**config.mk**
```make
export PLATFORM = sky130hd
export DESIGN_NAME = mem_access_unit
export DESIGN_NICKNAME = d
export VERILOG_FILES = /design/src/rtl/mem_pkg.sv /design/src/rtl/vec_lane_buf.sv /design/src/rtl/mem_access_unit.sv
export SDC_FILE = /design/constraint.sdc
export NUM_CORES = 1
export LEC_CHECK = 0
export ABC_AREA = 1
export BUFFER_PORTS_ARGS = -buffer_cell sky130_fd_sc_hd__buf_2
export CORE_AREA = 5 5 190 192
export CTS_CLUSTER_SIZE = 30
export DETAILED_ROUTE_END_ITERATION = 12
export DIE_AREA = 0 0 195 197
export PLACE_DENSITY = 0.87
export SYNTH_ARGS = -nofsm -noshare
export SYNTH_HDL_FRONTEND = slang
export SYNTH_SLANG_ARGS = --single-unit
```
**constraint.sdc**
```tcl
create_clock -name clk -period 3.7 [get_ports clk]
set_input_delay 1.11 -clock clk [delete_from_list [all_inputs] [get_ports clk]]
set_output_delay 1.11 -clock clk [all_outputs]
set_load 0.03 [all_outputs]
```
**src/rtl/mem_pkg.sv**
```systemverilog
// Shared types and constants for the memory stage: FSM state encoding,
// lane geometry and a helper that extracts one word lane from a vector.
package mem_pkg;
   localparam int MEM_DATA_W = 128;
   localparam int MEM_WORD_W = 32;
   localparam int MEM_LANES  = MEM_DATA_W / MEM_WORD_W;
   localparam int LANE_IDX_W = $clog2(MEM_LANES);

   typedef enum logic [1:0] {IDLE, ACCESS, RDWAIT} state_e;

   function automatic logic [MEM_WORD_W-1:0] lane_slice(
      input logic [MEM_DATA_W-1:0] vec,
      input logic [LANE_IDX_W-1:0] k
   );
      return vec[k*MEM_WORD_W +: MEM_WORD_W];
   endfunction
endpackage

```
**src/rtl/vec_lane_buf.sv**
```systemverilog
// LANES x WORD_W lane register: bulk-loaded with store data, written one
// lane at a time during load assembly, read back one lane per beat.
module vec_lane_buf
   import mem_pkg::*;
(
   input  logic                  clk,
   input  logic                  rst,
   input  logic                  load_en,
   input  logic [MEM_DATA_W-1:0] load_data,
   input  logic                  wr_en,
   input  logic [LANE_IDX_W-1:0] wr_lane,
   input  logic [MEM_WORD_W-1:0] wr_data,
   input  logic [LANE_IDX_W-1:0] rd_lane,
   output logic [MEM_WORD_W-1:0] rd_data,
   output logic [MEM_DATA_W-1:0] vec_out
);
   logic [MEM_WORD_W-1:0] lane_q [MEM_LANES];
   logic [MEM_WORD_W-1:0] lane_d [MEM_LANES];

   always_comb begin
      for (int i = 0; i < MEM_LANES; i++) begin
         lane_d[i] = lane_q[i];
         if (load_en) begin
            lane_d[i] = lane_slice(load_data, LANE_IDX_W'(i));
         end else if (wr_en && (wr_lane == LANE_IDX_W'(i))) begin
            lane_d[i] = wr_data;
         end
      end
   end

   always_ff @(posedge clk) begin
      for (int i = 0; i < MEM_LANES; i++) begin
         if (!rst) lane_q[i] <= '0;
         else      lane_q[i] <= lane_d[i];
      end
   end

   assign rd_data = lane_q[rd_lane];

   genvar gi;
   generate
      for (gi = 0; gi < MEM_LANES; gi++) begin : g_vec
         assign vec_out[gi*MEM_WORD_W +: MEM_WORD_W] = lane_q[gi];
      end
   endgenerate
endmodule

```
**src/rtl/mem_access_unit.sv**
```systemverilog
// Memory stage: splits scalar/vector loads and stores into word beats,
// stalls upstream while busy and registers the write-back bundle.
module mem_access_unit
   import mem_pkg::*;
#(
   parameter int DATA_W = MEM_DATA_W,
   parameter int WORD_W = MEM_WORD_W,
   parameter int ADDR_W = 32
) (
   input  logic              clk,
   input  logic              rst,
   input  logic              MemRd2,
   input  logic              MemWr2,
   input  logic              RegWr2,
   input  logic              VF2,
   input  logic [3:0]        R_V_dest2,
   input  logic [DATA_W-1:0] ALURES2,
   input  logic [DATA_W-1:0] StData2,
   output logic [ADDR_W-1:0] mem_addr,
   output logic [WORD_W-1:0] mem_wdata,
   output logic              mem_we,
   input  logic [WORD_W-1:0] mem_rdata,
   output logic              Stall,
   output logic              VF3,
   output logic [3:0]        R_V_dest3,
   output logic [DATA_W-1:0] ResRV,
   output logic              RegWr3
);
   localparam int LANES = DATA_W / WORD_W;

   state_e                state_q, state_d;
   logic [LANE_IDX_W-1:0] beat_q, beat_d;
   logic [ADDR_W-1:0]     base_q, base_d;
   logic                  vf_q, vf_d;
   logic [3:0]            dest_q, dest_d;
   logic                  store_q, store_d;
   logic [DATA_W-1:0]     res_q, res_d;
   logic                  vf3_q, vf3_d;
   logic [3:0]            dest3_q, dest3_d;
   logic                  regwr3_q, regwr3_d;

   logic                  mem_op;
   logic                  is_last;
   logic [LANE_IDX_W-1:0] last_beat;
   logic                  buf_load, buf_wr;
   logic [WORD_W-1:0]     buf_rd;
   logic [DATA_W-1:0]     buf_vec;
   logic [DATA_W-1:0]     assembled;

   vec_lane_buf u_buf (
      .clk       (clk),
      .rst       (rst),
      .load_en   (buf_load),
      .load_data (StData2),
      .wr_en     (buf_wr),
      .wr_lane   (beat_q - LANE_IDX_W'(1)),
      .wr_data   (mem_rdata),
      .rd_lane   (beat_q),
      .rd_data   (buf_rd),
      .vec_out   (buf_vec)
   );

   assign mem_op    = MemRd2 | MemWr2;
   assign last_beat = vf_q ? LANE_IDX_W'(LANES-1) : '0;
   assign is_last   = (beat_q == last_beat);
   // The final load word is still on mem_rdata in RDWAIT, so it bypasses the buffer.
   assign assembled = vf_q ? {mem_rdata, buf_vec[DATA_W-WORD_W-1:0]} : DATA_W'(mem_rdata);

   always_comb begin
      state_d  = state_q;
      beat_d   = beat_q;
      base_d   = base_q;
      vf_d     = vf_q;
      dest_d   = dest_q;
      store_d  = store_q;
      res_d    = res_q;
      vf3_d    = vf3_q;
      dest3_d  = dest3_q;
      regwr3_d = regwr3_q;
      buf_load = 1'b0;
      buf_wr   = 1'b0;
      case (state_q)
         IDLE: begin
            if (mem_op) begin
               state_d  = ACCESS;
               beat_d   = '0;
               base_d   = ALURES2[ADDR_W-1:0];
               vf_d     = VF2;
               dest_d   = R_V_dest2;
               store_d  = MemWr2;
               buf_load = 1'b1;
            end else begin
               res_d    = ALURES2;
               vf3_d    = VF2;
               dest3_d  = R_V_dest2;
               regwr3_d = RegWr2;
            end
         end
         ACCESS: begin
            buf_wr = !store_q && (beat_q != '0);
            if (!is_last) begin
               beat_d = beat_q + LANE_IDX_W'(1);
            end else if (store_q) begin
               state_d  = IDLE;
               res_d    = '0;
               regwr3_d = 1'b0;
               vf3_d    = vf_q;
               dest3_d  = dest_q;
            end else begin
               state_d = RDWAIT;
            end
         end
         RDWAIT: begin
            state_d  = IDLE;
            res_d    = assembled;
            regwr3_d = 1'b1;
            vf3_d    = vf_q;
            dest3_d  = dest_q;
         end
         default: state_d = IDLE;
      endcase
   end

   always_ff @(posedge clk) begin
      if (!rst) begin
         state_q  <= IDLE;
         beat_q   <= '0;
         base_q   <= '0;
         vf_q     <= 1'b0;
         dest_q   <= '0;
         store_q  <= 1'b0;
         res_q    <= '0;
         vf3_q    <= 1'b0;
         dest3_q  <= '0;
         regwr3_q <= 1'b0;
      end else begin
         state_q  <= state_d;
         beat_q   <= beat_d;
         base_q   <= base_d;
         vf_q     <= vf_d;
         dest_q   <= dest_d;
         store_q  <= store_d;
         res_q    <= res_d;
         vf3_q    <= vf3_d;
         dest3_q  <= dest3_d;
         regwr3_q <= regwr3_d;
      end
   end

   assign Stall     = rst && (((state_q == IDLE) && mem_op) ||
                              ((state_q == ACCESS) && !(store_q && is_last)));
   assign mem_we    = rst && (state_q == ACCESS) && store_q;
   assign mem_addr  = (state_q == ACCESS) ? base_q + ADDR_W'(beat_q) : '0;
   assign mem_wdata = ((state_q == ACCESS) && store_q) ? buf_rd : '0;
   assign VF3       = vf3_q;
   assign R_V_dest3 = dest3_q;
   assign ResRV     = res_q;
   assign RegWr3    = regwr3_q;
endmodule

```
Word level (Yosys, flattened, before mapping)
Memory sizes are Yosys's and may differ from the RTL's. A register that Yosys moved wholly into a read port is not among the register bits.
Index checks and enable logic that the tools add are counted.
{"block": "totals", "register_bits": 176, "ram_bits": 128, "input_bits": 298, "output_inout_bits": 200, "word_cells": 102, "mem_count": 1}
{"block": "classes", "addsub": 3, "n_eq_ne": 12, "n_mux": 46, "bitwise": 5, "reduce_logical": 25}
{"memory": "u_buf.lane_q", "depth": 4, "width": 32, "rd": 4, "rd_clocked_by_memory_dff": 1, "wr": 4, "line": "vec_lane_buf.sv:17", "rtl": "logic [MEM_WORD_W-1:0] lane_q [MEM_LANES];"}
{"operator": "$mux W128", "count": 4}
{"operator": "$mux W32", "count": 14}
{"operator": "$pmux W128 S3", "count": 1}
{"operator": "$add A32 B2 Y32", "count": 1}
{"operator": "$mux W2", "count": 8}
{"operator": "$logic_and A1 B1 Y1", "count": 12}
{"operator": "$mux W4", "count": 3}
{"operator": "$ne A2 B2 Y1 const B", "count": 6}
{"operator": "$pmux W4 S3", "count": 1}
{"operator": "$mux W1", "count": 11}
{"operator": "$pmux W2 S2", "count": 2}
{"operator": "$eq A2 B2 Y1 const B", "count": 3}
{"operator": "$pmux W1 S3", "count": 2}
{"operator": "$reduce_and A2 Y1", "count": 3}
{"operator": "$or A1 B1 Y1", "count": 5}
{"operator": "$eq A2 B1 Y1 const B", "count": 2}
{"operator": "$logic_not A2 Y1", "count": 2}
{"operator": "$reduce_and A4 Y1", "count": 1}
{"operator": "$reduce_bool A2 Y1", "count": 2}
{"operator": "$reduce_and A3 Y1", "count": 1}
{"operator": "$reduce_bool A3 Y1", "count": 1}
{"operator": "$add A2 B1 Y2 const B", "count": 1}
{"operator": "$eq A2 B2 Y1", "count": 1}
{"operator": "$logic_not A1 Y1", "count": 2}
{"operator": "other kinds (2)", "count": 2}

Depth between registers and ports, before layout
Gate-level depths: netlist (run 1).
{"block": "depth", "word_depth": 7, "depth_mapped": 11, "depth_no_buf": 10}

Modules after synthesis
Synthesis (run 1) repeated with hierarchy kept, for this count alone.
{"block": "unflattened", "hier_cells": 3176, "area_unflattened_um2": 18058.6}
{"module": "mem_access_unit", "n_inst": 1, "cells_per_inst": 1849, "area_per_inst_um2": 10422.5, "seq_area_each_um2": 3523.4}
{"module": "vec_lane_buf", "n_inst": 1, "cells_per_inst": 1327, "area_per_inst_um2": 7636.1, "seq_area_each_um2": 2562.5}

Worst setup path after synthesis (run 1)
OpenSTA, ideal clock, no wires.
{"block": "synth_path", "path_type": "input-to-reg", "start": "in MemWr2", "end": "mem u_buf.lane_q[3][0], enable pin", "setup_ns": 0.561, "arrival_time_ns": 2.658, "t_required_ns": 3.139, "setup_slack_ns": 0.480, "cell_stages": 7, "n_path_buf": 3, "cell_sequence": "nor2_2 > nor2_4 > inv_2 > buf_2 > buf_2 > buf_2 > nand3_1"}
{"element": "start: declaration", "line": "mem_access_unit.sv:13", "rtl": "input logic MemWr2,"}
{"element": "end: declaration", "line": "vec_lane_buf.sv:17"}

==> results.md, run 1 <==
- Tcrit/Tclk final: 96.10%
- FF-to-FF path depth: 11
- CTS tree: built
- Logic pwr share: 51.9%
- Final Skew: 0.01964 ns
- Drt first pass iters: 6
- Initial core utilization: 48.33%
- P_sw: 0.009665 W
- CTS sink cnt: 306
- Die area: 0.03842 sq mm
- Crit-path most repeated cell: a21oi_1
- Max_cap viols: 0
- Core Area: 0.03420 sq mm
- Via Count: 19150
- Power share of the sequential group: 29.5%
- Final worst setup slack: 0.1443 ns
- Rows: 68
- Buf+Inv Stages, Crit Path: 3
- RD Place Congestion: 0.9571
- Period minus WS final: 3.556 ns
- Vias in the first global route: 17620
- Fraction of registers with async set/reset: 0%
- Max frequency: 0.2812 GHz
- Multiplexer share of the synthesized area: 0%
- CP endpoint: mem_wdata[11]
- Max stage delay on crit path: 0.84 ns
- Hold Crit Class: flop to flop
- CTS Buffer Depth: 3
- Routed vias/inst: 5.299
- Hold Fails Final Rpt: 0
- Setup CP Type: flop to output pin
- Pre-CTS WS: 0.4463 ns
- Cell Int Power: 0.009795 W
- Post-synth cell types: 26
- Largest family of logic cells by synthesized area: simple AND/OR/NAND/NOR gates
- Ratio of cells with drive above 1 in the final layout: 19.26%
- # DRC: 0
- Yosys warnings: 0
- First-pass GRT wire length: 99710 microns
- Dpl hpwl: 48110 microns
- Syn Area/Cell: 6.050 sq um
- Net Count, Synth: 3042
- Wire length per cell: 18.61 microns
- Post-Synth XOR/XNOR Area: 0.1590%
- Post-Synth Simple-Gate Area: 34.80%
- PwrDens: 952.2 mW/mm^2
- Ports: 498
- Initial antenna violation count: 17
- WP depth: 6
- Clock power share: 18.6%
- Pins Over Slew Limit: 0
- Antenna-violating nets left: 0
- Area fraction in compound gates after synthesis: 15.11%
- TritonCTS Buffers: 35
- Post-Synthesis Cell Area: 0.01653 sq mm
- Die Ht: 197 microns
- Crit path DAT: 2.45 ns
- Clk_lat worst skew: 0.52 ns
- Post-Synth Adder-Cell Area: 0.9538%
- Primary FF master, synth: dfxtp_1
- Htree depth: 2
- Actual slew at the worst max-slew pin: 1.195 ns
- Initial drt markers: 2072
- NumNets Final: 3436
- Crit-path cells: inv_1 -> buf_4 -> a21oi_1 -> o21ai_0 -> a21oi_1 -> buf_2
- CP max-delay cell: inv_1
- Crit-path max FO: 28
- Area Growth Syn to Fin: 23.63%
- Multi-input logic area: 0.008491 sq mm
- Worst setup EP type: output pin
- Largest net degree at the start of global routing: 212
- Number of synthesized flops with an enable pin: 32
- Relative slew slack: 20.25%
- VDD IR max: 0.7911 mV
- CP top delay family: buffers and inverters
- LEAKAGE: 10.65 nW
- Routed WL: 67250 microns
- Worst Path Required: 2.59 ns
- Port Buffer Count: 497
- Gate Count Post-Synth: 2732
- Seq/Total Area, Yosys: 39.00%
- Register bit total from synthesis: 306
- FF+latch area: 0.006449 sq mm
- R2R Path Start: state_q[1]
- Hold buffers post-CTS: 0
- Reg2reg setup slack: 1.04 ns
- Final Total Pwr: 0.01946 W
- Worst setup SP type: flop
- Reg clk slew, reported paths: 0.06 ns
- Chip Width: 195 microns
- Global-route usage over all layers: 32.72%
- GR Overflow Total: 0
- Final setup fails: 0
- RSZ-0062 raised after global routing: no
- Worst R2R End: ResRV[92]
- Switch share: 49.67%
- Status: finished, final reports clean
- Filler cell count: 3343
- CTS root buf: clkbuf_16
## cell usage after synthesis, drive strengths merged (11+ instances only)
cell type,number,area (sq um)
buf,83,410.4
nand3,56,307.8
ha,11,137.6
nand2,821,3084
edfxtp,32,960.9
o21ai,336,1682
dfxtp,274,5485
nor2,617,2331
clkbuf,87,326.6
a21oi,163,815.8
inv,243,912.1
## tightest hold or removal path: stages, from the launching register on
cell and delay (ns):
dfxtp_1 0.31, inv_1 0.07, a21oi_1 0.06
## what timing repair did
action                                  4_1_cts  5_1_grt
endpoints found under the setup margin        8       12
buffers inserted                              0        0
pin swaps                                     0        1
hold endpoints to repair                      0        0
resized for setup                             3        7
gates cloned                                  0        1
## power groups by stage
stage	Combinational, W	Sequential, W	Clock [W]
2_1_floorplan	0.00562	0.00704	0
3_3_place_gp	0.00979	0.00572	0
3_5_place_dp	0.00991	0.00576	0
4_1_cts	0.00999	0.00572	0.00365
5_1_grt	0.0111	0.00588	0.00379
6_report	0.0101	0.00573	0.00363
## layer usage
metal | wire length (microns) | GRT usage (%) | share of wire (%) | vias up
met5 | 92 | 0 | 0.14 | -
met4 | 3883 | 16.89 | 5.8 | 14
met3 | 7209 | 7.248 | 11 | 233
met2 | 30650 | 53.08 | 46 | 1185
met1 | 25410 | 41.12 | 38 | 8463
li1 | - | - | - | 9251
## metrics by stage
stage                     instances  setup TNS, ns  hold WS [ns]  util [%]  area (sq um)
final                          3613              0        0.4837     59.75         20440
after global routing           3613              0        0.5196     59.75         20440
after CTS                      3605       -0.01732        0.4823     59.60         20390
after detailed placement       3543              0        0.4735     56.12         19190
after global placement         3543              0        0.4605     56.12         19190
after floorplan                2732              0        0.4443         -         16530
## worst min path at each step
stage	from	end	slack (ns)	cells past startpoint
2_1_floorplan	base_q[31]	base_q[31]	0.44	2
3_3_place_gp	base_q[31]	base_q[31]	0.46	2
3_5_place_dp	base_q[31]	base_q[31]	0.47	2
4_1_cts	base_q[31]	base_q[31]	0.48	2
5_1_grt	base_q[31]	base_q[31]	0.52	2
6_report	base_q[31]	base_q[31]	0.48	2
## cells in the final DEF (no fill, tap or decap), drive strengths merged
master	Yosys	layout
inv	243	245
ha	11	11
nand3	56	56
a21oi	163	163
buf	83	525
nand3b	1	1
o21ai	336	336
edfxtp	32	32
clkinvlp	0	1
nor2	617	618
nor3	2	2
diode	0	7
xnor2	2	2
bufinv	0	4
nand2	821	821
nand4	2	2
fa	1	1
clkbuf	87	47
xor2	1	1
clkinv	0	9
dfxtp	274	274
## flip-flops by register name (all words and copies together) (netlist names), named ones only
register / cells
u_buf.lane_q: 128
base_q: 32
RegWr3: 1
dest_q: 4
beat_q: 2
R_V_dest3: 4
ResRV: 128
vf_q: 1
state_q: 2
store_q: 1
VF3: 1
## layout make-up
type | instances | share of cell area (%)
Antenna cell | 7 | 0.08572
Clock buffer | 46 | 4.831
Clock inverter | 16 | 0.9490
Inverter | 243 | 4.476
Multi-Input combinational cell | 2014 | 41.55
Sequential cell | 306 | 31.56
Tap cell | 455 | 2.786
Timing Repair Buffer | 526 | 13.77
## logic make-up (layout without fill, tap and decap cells)
group | count (synthesis) | count (layout)
AO/OA/AOI/OAI | 499 | 499
adder cells (fa/ha/maj) | 12 | 12
flip-flops | 306 | 306
AND/OR/NAND/NOR | 1499 | 1500
buffers and inverters | 413 | 831
other | 0 | 7
XOR/XNOR | 3 | 3
Note: power is estimated with default switching activity, not from simulation.
==> run 2, diff against run 1 <==
- CORE_AREA: 5 5 190 192 -> 5 5 193 195
- DIE_AREA: 0 0 195 197 -> 0 0 198 200
- PLACE_DENSITY: 0.87 -> 0.85
- TNS_END_PERCENT: unset -> 50
- clock period: 3.7 -> 4.5 ns (I/O delays scaled with it)
==> run 2 against run 1 <==
Via count down 0.75%; cell count is 0.77% higher; sequential power decreased by 18%; global-route usage decreased by 0.56 points; clock power decreased by 22%; cell area hardly changed; clock skew fell by 0.0024 ns; non-clock buffer count is 18 higher; first-iteration DRC count decreased by 12%; critical path type unchanged.
==> results.md, run 2 (same netlist as run 1, synthesis figures left out) <==
- Post_cts resized: 0 (-3)
- CTS root buf: clkbuf_16
- Routed vias/inst: 5.219 (-1.5%)
- Worst setup SP type: flop
- Worst Path Required: 3.15 ns (+0.56 ns)
- Via Count: 19000 (-0.75%)
- Initial core utilization: 46.93% (-1.4 points)
- First-pass GRT wire length: 99370 microns (-0.35%)
- Die area: 0.03960 sq mm (+3.1%)
- FF-to-FF path depth: 11 (unchanged)
- Post-CTS Setup Bufs: 0 (unchanged)
- RD Place Congestion: 0.9659 (+0.92%)
- Cell Int Power: 0.007973 W (-19%)
- Hold Crit Class: flop to flop
- Reg clk slew, reported paths: 0.06 ns (about the same)
- Reg2reg setup slack: 1.71 ns (+0.67 ns)
- Vias in the first global route: 17390 (-1.3%)
- Setup CP Type: flop to output pin
- M1 GR Usage: 40.44% (-0.68 points)
- Wire length per cell: 18.55 microns (-0.35%)
- Commonest non-fill, non-tap cells in the layout: nand2_1, nor2_1, buf_2
- Relative slew slack: 35.44% (+15 points)
- Period minus WS final: 4.067 ns
- Max_cap viols: 0 (unchanged)
- Hold buffers post-CTS: 0 (unchanged)
- Antenna-violating nets left: 0 (unchanged)
- Hold Path Depth: 2 (unchanged)
- Cell area after placement: 0.01929 sq mm (+0.48%)
- Port Buffer Count: 497 (unchanged)
- Rows: 69 (+1.5%)
- Tcrit/Tclk final: 90.38%
- Die Ht: 200 microns (+1.5%)
- Crit-path max FO: 10 (-64%)
- Largest net degree at the start of global routing: 86 (-59%)
- Dpl hpwl: 49890 microns (+3.7%)
- Max frequency: 0.2459 GHz
- CTS tree: built
- Logic pwr share: 52.6% (+0.7 points)
- Hold path start: base_q[31]
- Actual slew at the worst max-slew pin: 0.9673 ns (-0.2276 ns)
- Area Growth Syn to Fin: 23.57% (about the same)
- Final Skew: 0.01724 ns (-0.002396 ns)
- Setup TNS: 0 ns (unchanged)
- Clk_lat worst skew: 0.52 ns (about the same)
- Busiest grt layer: met2
- Core Area: 0.03522 sq mm (+3.0%)
- Pre-CTS WS: 0.8893 ns (+0.4429 ns)
- Clock power share: 17.8% (-0.8 points)
- P_sw: 0.007924 W (-18%)
- Post-route cell area: 0.02043 sq mm (about the same)
- Final worst setup slack: 0.4328 ns (+0.2885 ns)
- # DRC: 0 (unchanged)
- Power share of the sequential group: 29.6% (about the same)
- Ports: 498 (unchanged)
- RSZ-0062 raised after global routing: no
- Ratio of cells with drive above 1 in the final layout: 19.29% (+0.030 points)
- CTS sink cnt: 306 (unchanged)
- PwrDens: 778.3 mW/mm^2 (-18%)
- Worst R2R End: u_buf.lane_q[2][0]
- Placed insts: 3567 (+0.68%)
- Commonest non-fill, non-tap cell in the layout: nand2_1
- Initial antenna violation count: 12 (-5)
- LEAKAGE: 10.66 nW (+0.14%)
- Switch share: 49.85% (+0.18 points)
- GR Util met2: 53.92% (+0.84 points)
- Routed WL: 67540 microns (+0.42%)
- NumNets Final: 3454 (+0.52%)
- Crit path DAT: 2.72 ns (+0.27 ns)
- GR Overflow Total: 0 (unchanged)
- Initial drt markers: 1830 (-12%)
- Status: finished, final reports clean
- Htree depth: 2 (unchanged)
- Met3 Track Usage GR: 6.563% (-0.69 points)
- Global-route usage over all layers: 32.16% (-0.56 points)
- Final setup fails: 0 (unchanged)
- Pins Over Slew Limit: 0 (unchanged)
- Worst setup EP type: output pin
- Hold worst-path end: base_q[31]
- Hold Fails Final Rpt: 0 (unchanged)
- VDD IR max: 0.4880 mV (-38%)
- Non-filler cells, final: 3641 (+0.77%)
- TritonCTS Buffers: 36 (+2.9%)
- R2R Path Start: state_q[1]
- Drt first pass iters: 8 (+2)
- Chip Width: 198 microns (+1.5%)
- CTS Buffer Depth: 3 (unchanged)
==> run 2: changes by cell type in the layout (fill, tap and decap cells not counted), sizes merged <==
cell      delta
clkinvlp     -1
diode        +1
nor2         -1
inv          -2
bufinv       -4
clkinv       +1
buf         +18
clkbuf      +10
==> run 2: worst max-delay path: stages (launching register included) <==
cell	delay, ns
dfxtp_1	0.45
ha_1	0.25
fa_1	0.21
nand2_1	0.07
nor2_1	0.20
nand2_1	0.19
nor2_2	0.33
nand2_1	0.11
nand2_1	0.07
nand2_1	0.05
nor2_1	0.08
buf_2	0.21
==> run 2: worst max-delay path by stage <==
stage                         start            to  slack, ns  cells past startpoint
after floorplan              MemWr2         Stall       0.80                      8
final                     beat_q[0]  mem_addr[28]       0.43                     11
after global routing      beat_q[0]  mem_addr[30]       0.11                     11
after global placement       MemWr2         Stall       0.91                      8
after detailed placement     MemWr2         Stall       0.89                      8
after CTS                 beat_q[0]  mem_addr[28]       0.41                     11
==> run 2: cell type report <==
| type | count | area (sq um) |
|---|---|---|
| fill | 3463 | 14800 |
| multi-input combinational | 2013 | 8449 |
| sequential | 306 | 6447 |
| timing repair buffer | 544 | 2899 |
| clock buffer | 56 | 1059 |
| inverter | 243 | 914.6 |
| tap | 461 | 576.8 |
| clock inverter | 10 | 60.06 |
| antenna | 8 | 20.02 |
==> run 2: power groups by stage <==
stage	combinational [W]	clock [W]	sequential (W)
6_report	0.00837	0.00282	0.00470
5_1_grt	0.00926	0.00296	0.00482
4_1_cts	0.00830	0.00286	0.00469
3_5_place_dp	0.00824	0	0.00473
3_3_place_gp	0.00818	0	0.00470
2_1_floorplan	0.00462	0	0.00579
==> run 2: per-stage QoR <==
stage / hold slack, ns / util (%) / power, W
after floorplan: 0.4443 / - / 0.01041
after detailed placement: 0.4654 / 54.76 / 0.01297
after CTS: 0.4738 / 57.93 / 0.01585
final: 0.4761 / 57.99 / 0.01590
after global placement: 0.4567 / 54.76 / 0.01287
after global routing: 0.5146 / 57.99 / 0.01704
==> run 2: routing by layer <==
metal / wire length, microns / vias up / part of all wire [%]
met3: 6918 / 167 / 10
met4: 2962 / 6 / 4.4
met1: 25990 / 8502 / 38
met5: 40 / - / 0.059
li1: - / 9287 / -
met2: 31630 / 1040 / 47
